$ cat src/rtl/ps2_event_queue.sv
// ps2_event_queue
// Keyboard front end between the PS/2 interface and the processor.
// Decodes the set-2 scan-code prefixes E0 (extended) and F0 (release) and
// pushes each complete key event into a show-ahead FIFO that the processor
// drains with a pop handshake.
//
// Ports
//   clock           processor clock, all logic synchronous to it
//   reset           synchronous active-high reset
//   ps2_key_pressed byte-available strobe; only its rising edge counts
//   ps2_key_data    scan-code byte, valid in the rising-edge cycle
//   pop             consumer acknowledges the head entry
//   clear_overflow  clears the sticky overflow flag
//   evt_valid       FIFO non-empty
//   evt_data        head entry {extended, release, code[7:0]}, 0 when empty
//   count           occupied entries, 0..DEPTH
//   overflow        sticky, at least one event was dropped
module ps2_event_queue #(
  parameter int DEPTH  = 8,
  parameter int ADDR_W = 3
) (
  input  logic              clock,
  input  logic              reset,
  input  logic              ps2_key_pressed,
  input  logic [7:0]        ps2_key_data,
  input  logic              pop,
  input  logic              clear_overflow,
  output logic              evt_valid,
  output logic [9:0]        evt_data,
  output logic [ADDR_W:0]   count,
  output logic              overflow
);

  typedef enum logic [1:0] {
    StIdle,
    StE0,
    StF0,
    StE0F0
  } decodeState_t;

  localparam logic [ADDR_W:0] FullCount = (ADDR_W + 1)'(DEPTH);
  localparam logic [7:0]      PrefixExt = 8'hE0;
  localparam logic [7:0]      PrefixRel = 8'hF0;

  decodeState_t        state_q, state_d;
  logic                prevPressed_q;
  logic [ADDR_W-1:0]   wrPtr_q, wrPtr_d;
  logic [ADDR_W-1:0]   rdPtr_q, rdPtr_d;
  logic [ADDR_W:0]     count_q, count_d;
  logic                overflow_q, overflow_d;
  logic [9:0]          mem [DEPTH];

  logic                byteStb;
  logic                push;
  logic [9:0]          pushData;
  logic                full;
  logic                popEff;
  logic                pushEff;
  logic                drop;

  // A held strobe must produce a single byte, so only the 0->1 transition
  // of ps2_key_pressed is treated as a new byte.
  assign byteStb = ps2_key_pressed & ~prevPressed_q;

  // Prefix decoder: prefixes only move the state, any other byte completes
  // an event carrying the pending extended/release flags.
  always_comb begin
    state_d  = state_q;
    push     = 1'b0;
    pushData = '0;
    if (byteStb) begin
      unique case (state_q)
        StIdle: begin
          if (ps2_key_data == PrefixExt)      state_d = StE0;
          else if (ps2_key_data == PrefixRel) state_d = StF0;
          else begin
            push     = 1'b1;
            pushData = {2'b00, ps2_key_data};
          end
        end
        StE0: begin
          if (ps2_key_data == PrefixRel)      state_d = StE0F0;
          else if (ps2_key_data == PrefixExt) state_d = StE0;
          else begin
            push     = 1'b1;
            pushData = {2'b10, ps2_key_data};
            state_d  = StIdle;
          end
        end
        StF0: begin
          // An E0 after a stray F0 restarts as a plain extended prefix.
          if (ps2_key_data == PrefixExt)      state_d = StE0;
          else if (ps2_key_data == PrefixRel) state_d = StF0;
          else begin
            push     = 1'b1;
            pushData = {2'b01, ps2_key_data};
            state_d  = StIdle;
          end
        end
        StE0F0: begin
          if (ps2_key_data == PrefixExt)      state_d = StE0;
          else if (ps2_key_data == PrefixRel) state_d = StE0F0;
          else begin
            push     = 1'b1;
            pushData = {2'b11, ps2_key_data};
            state_d  = StIdle;
          end
        end
        default: state_d = StIdle;
      endcase
    end
  end

  // FIFO control: a pop on a full FIFO frees the slot for a push in the
  // same cycle, so that push is accepted rather than dropped.
  always_comb begin
    full    = (count_q == FullCount);
    popEff  = pop & evt_valid;
    pushEff = push & (~full | popEff);
    drop    = push & full & ~popEff;

    wrPtr_d = pushEff ? wrPtr_q + 1'b1 : wrPtr_q;
    rdPtr_d = popEff  ? rdPtr_q + 1'b1 : rdPtr_q;

    count_d = count_q;
    if (pushEff && !popEff)      count_d = count_q + 1'b1;
    else if (!pushEff && popEff) count_d = count_q - 1'b1;

    // Set beats clear so a drop in the clearing cycle is never lost.
    overflow_d = overflow_q;
    if (drop)                overflow_d = 1'b1;
    else if (clear_overflow) overflow_d = 1'b0;
  end

  always_ff @(posedge clock) begin
    if (reset) begin
      state_q       <= StIdle;
      prevPressed_q <= 1'b0;
      wrPtr_q       <= '0;
      rdPtr_q       <= '0;
      count_q       <= '0;
      overflow_q    <= 1'b0;
    end else begin
      state_q       <= state_d;
      prevPressed_q <= ps2_key_pressed;
      wrPtr_q       <= wrPtr_d;
      rdPtr_q       <= rdPtr_d;
      count_q       <= count_d;
      overflow_q    <= overflow_d;
    end
  end

  // Storage is left uninitialised; the pointers and count define validity.
  always_ff @(posedge clock) begin
    if (!reset && pushEff) mem[wrPtr_q] <= pushData;
  end

  assign evt_valid = (count_q != '0);
  assign evt_data  = evt_valid ? mem[rdPtr_q] : '0;
  assign count     = count_q;
  assign overflow  = overflow_q;

endmodule
$ cat config.mk
export PLATFORM = sky130hd
export DESIGN_NAME = ps2_event_queue
export DESIGN_NICKNAME = d
export VERILOG_FILES = /design/src/rtl/ps2_event_queue.sv
export SDC_FILE = /design/constraint.sdc
export NUM_CORES = 1
export LEC_CHECK = 0
export ABC_AREA = 1
export CAP_MARGIN = 20
export CORE_ASPECT_RATIO = 1.2
export CORE_MARGIN = 2
export CORE_UTILIZATION = 60
export DETAILED_ROUTE_END_ITERATION = 6
export DONT_BUFFER_PORTS = 1
export GPL_TIMING_DRIVEN = 0
export HOLD_SLACK_MARGIN = 0.15
export PLACE_DENSITY_LB_ADDON = 0.3
export SLEW_MARGIN = 30
export SYNTH_ARGS = -nofsm -noshare
export SYNTH_HDL_FRONTEND = slang
export SYNTH_SLANG_ARGS = --single-unit
$ cat constraint.sdc
create_clock -name clock -period 2.15 [get_ports clock]
set_input_delay 0.215 -clock clock [delete_from_list [all_inputs] [get_ports clock]]
set_output_delay 0.215 -clock clock [all_outputs]
set_load 0.01 [all_outputs]
==> results by group <==
Cells and area
  – Nets@finish: 421
  – N_diodes: 0
  – Layout cell share with drive strength beyond 1: 0.125
  – Area Growth Syn to Fin: 10.6%
  – Util after Layout: 0.674

Power
  – Clock power share: 0.262
  – Total chip power: 0.00487 W
  – Power per cell area: 1070 nW/um2
  – Comb power frac: 0.279
  – Leakage: 1.64 nW
  – Sw Share: 0.338
  – Peak VDD IR: 0.938 mV
  – Internal: 0.00323 W
  – Net Switching: 0.00165 W
  – Power share of the sequential group: 0.459

Timing
  – Post-layout min period: 2140 ps
  – Fin. Hold Viols: 0
  – Setup Viol. Count Final: 0
  – Tcrit/Tclk final: 0.997
  – Fmax: 467 MHz
  – RSZ-0062 raised after global routing: true
  – Setup Skew: 12.2 ps
  – Relative slew slack: 0.326
  – Max-slew violations: 0
  – Total Neg Setup Slack: 0 ps
  – Worst Max-Slew Pin Slew: 1010 ps

GRT
  – Grt total ovfl: 0
  – Vias in the first global route: 2662
  – First-pass GRT wire length: 12.5 mm
  – Initial antenna violation count: 0
  – All-Layer GR Usage: 0.229
  – Largest net degree at the start of global routing: 17

Route
  – Starting DRT DRC Count: 211
  – DRT antenna net count: 0
  – Vias: 2752
  – DRT Wirelength: 8.18 mm
  – Vias/cell: 5.57
  – Avg WL per Cell: 16.6 um
  – First drt pass iteration count: 4
  – Residual DRC: 0

Logic synthesis
  – Mux share of post-synthesis cell area: 0
  – Simple-gate share of the synthesized area: 0.150
  – Post-synth top area share: 0.586
  – Seq/Total Area, Yosys: 0.669
  – Post-synthesis average cell area: 10.7 um2
  – Post-synthesis adder-cell area fraction: 0.0201
  – Syn. warnings: 0
  – Top-count cell post-synth: nor2_1
  – Synth cell count leaders: nor2_1 (103), edfxtp_1 (80), o21ai_0 (56)
  – Post-synth ARST share: 0
  – Post-Syn Instances: 384
  – Largest family of logic cells by synthesized area: simple AND/OR/NAND/NOR gates
  – Post-synthesis compound-gate area fraction: 0.110
  – Net Count, Synth: 403
  – XOR/XNOR Fraction of Synth Area: 0.0128
  – Cell taking the most area after synthesis: edfxtp_1
  – Post-synth EDFFs: 80
  – Synth Flop Type: edfxtp_1
  – Mapped Area: 4100 um2
  – #FFs+latches synth: 97
  – Ranking of synthesized cells by area: edfxtp_1 (59%), nor2_1 (9.4%), dfxtp_1 (8.3%), o21ai_0 (6.8%), o21ai_1 (2.2%)
  – Synth cell types: 27

Worst setup path
  – WP data arrival: 2140 ps
  – Setup crit start kind: input port
  – Req. time, crit path: 2150 ps
  – Worst Setup End Kind: register
  – R2r endpoint: mem[0][1]$_DFFE_PP_
  – Reg2Reg Depth: 6
  – CP Max Fanout: 10
  – R2r setup slk: 50 ps
  – RR Startpoint: count[0]$_SDFFE_PP0P_
  – Crit path kind: in -> reg

Clock tree
  – Root buf cell: clkbuf_8
  – CTS clk-pin slew, worst paths: 90 ps
  – CTS tree: done
  – Clock latency on the worst-skew pair: 370 ps
  – Clock Path Buffers: 2
  – CTS H-tree depth: 3
  – Clock sink total: 97
  – CTS buffer count: 9

Hold path
  – Min-Delay Path Class: in -> reg
  – Worst Hold Path EP: mem[4][4]$_DFFE_PP_
  – Hold path start: ps2_key_data[4]
  – Hold Path Depth: 2

Floorplan
  – Die footprint: 7510 um2
  – Chip height: 94.5 um
  – Io pins: 29
  – Initial Utilization: 0.609
  – Site Rows: 33
  – CORE AREA: 6730 um2
  – Die width: 79.5 um

Outcome
  – Status: finished clean

Flow run
  – Max cap viols: 0

Placement
  – # port buffers: 0
  – Dpl hpwl: 5.57 mm
  – Placer Congestion: 0.735
-- flip-flops by register name (all words and copies together) (netlist names), named ones only --
register	count
count	4
wrPtr_q	3
prevPressed_q	1
mem	80
state_q	2
rdPtr_q	3
overflow	1
-- through the flow --
| stage | std cells | instance area, um2 | hold WS (ps) | worst slack [ps] |
|---|---|---|---|---|
| after floorplan | 384 | 4100 | 369 | 188 |
| after global placement | 471 | 4210 | 377 | -84.6 |
| after detailed placement | 471 | 4210 | 382 | -138 |
| after CTS | 492 | 4490 | 160 | 5.00 |
| after global routing | 494 | 4530 | 187 | -104 |
| final | 494 | 4530 | 181 | 6.56 |
-- cell usage in the layout (no fill, tap or decap), drive strengths merged, types with 5 or more instances in the layout --
master,instances
nand2,25
dlygate4sd3,5
a21oi,10
buf,5
inv,27
xor2,5
nor2,111
dfxtp,17
o21ai,75
nand3,8
edfxtp,80
ha,5
clkbuf,22
-- metal layers --
metal,vias to the layer above,global-route usage,routed length [um]
li1,1346,-,-
met1,1317,0.265,3270
met2,77,0.410,4340
met3,12,0.0373,400
met4,0,0.111,167
met5,-,0,0
-- cells by family (layout without fill, tap and decap cells) --
logic type / after synthesis / count (layout)
AOI/OAI and AO/OA: 87 / 87
xor gates and xnor gates: 6 / 6
adders and majority gates: 6 / 6
buffers and inverters: 41 / 64
DFF: 97 / 97
and+or+nand+nor: 147 / 147
-- area by class of cell --
cell class	count	area [um2]
buffer	15	67.6
fill	502	2200
tap	87	109
sequential	97	2750
timing repair buffer	7	65.1
multi-input combinational	246	1230
inverter	26	97.6
clock buffer	10	128
clock inverter	6	90.1
-- how the worst max path moves through the flow --
stage                           from               endpoint  slack, ps
3_3_place_gp   count[0]$_SDFFE_PP0P_    mem[2][2]$_DFFE_PP_        -80
4_1_cts        count[2]$_SDFFE_PP0P_    mem[2][8]$_DFFE_PP_          5
5_1_grt              ps2_key_pressed    mem[2][8]$_DFFE_PP_       -100
3_5_place_dp   count[0]$_SDFFE_PP0P_    mem[0][2]$_DFFE_PP_       -140
6_report             ps2_key_pressed    mem[0][1]$_DFFE_PP_          7
2_1_floorplan  count[0]$_SDFFE_PP0P_  count[3]$_SDFFE_PP0P_        190
-- power groups by stage --
stage / sequential, W / clock, W / combinational (W)
finish: 0.00224 / 0.00128 / 0.00136
global route: 0.00225 / 0.00135 / 0.00154
CTS: 0.00223 / 0.00128 / 0.00130
detailed placement: 0.00226 / 0 / 0.00127
global placement: 0.00225 / 0 / 0.00122
floorplan: 0.00224 / 0 / 0.000957
-- timing repair --
| action | 4_1_cts | 5_1_grt |
|---|---|---|
| hold buffers | 5 | 0 |
| gates resized for setup | 7 | 18 |
| setup endpoints to repair | 49 | 51 |
| endpoints found under the hold margin | 13 | 0 |
| pin swaps | 0 | 1 |
| setup buffers | 0 | 2 |
| cloned | 0 | 0 |
-- critical path, stage by stage --
cell and delay (ps):
dlygate4sd3_1 530, inv_1 70, nor2_4 200, nand3_4 130, inv_2 90, nand2_1 120
nor2_1 790
(Power assumes the default switching activity.)
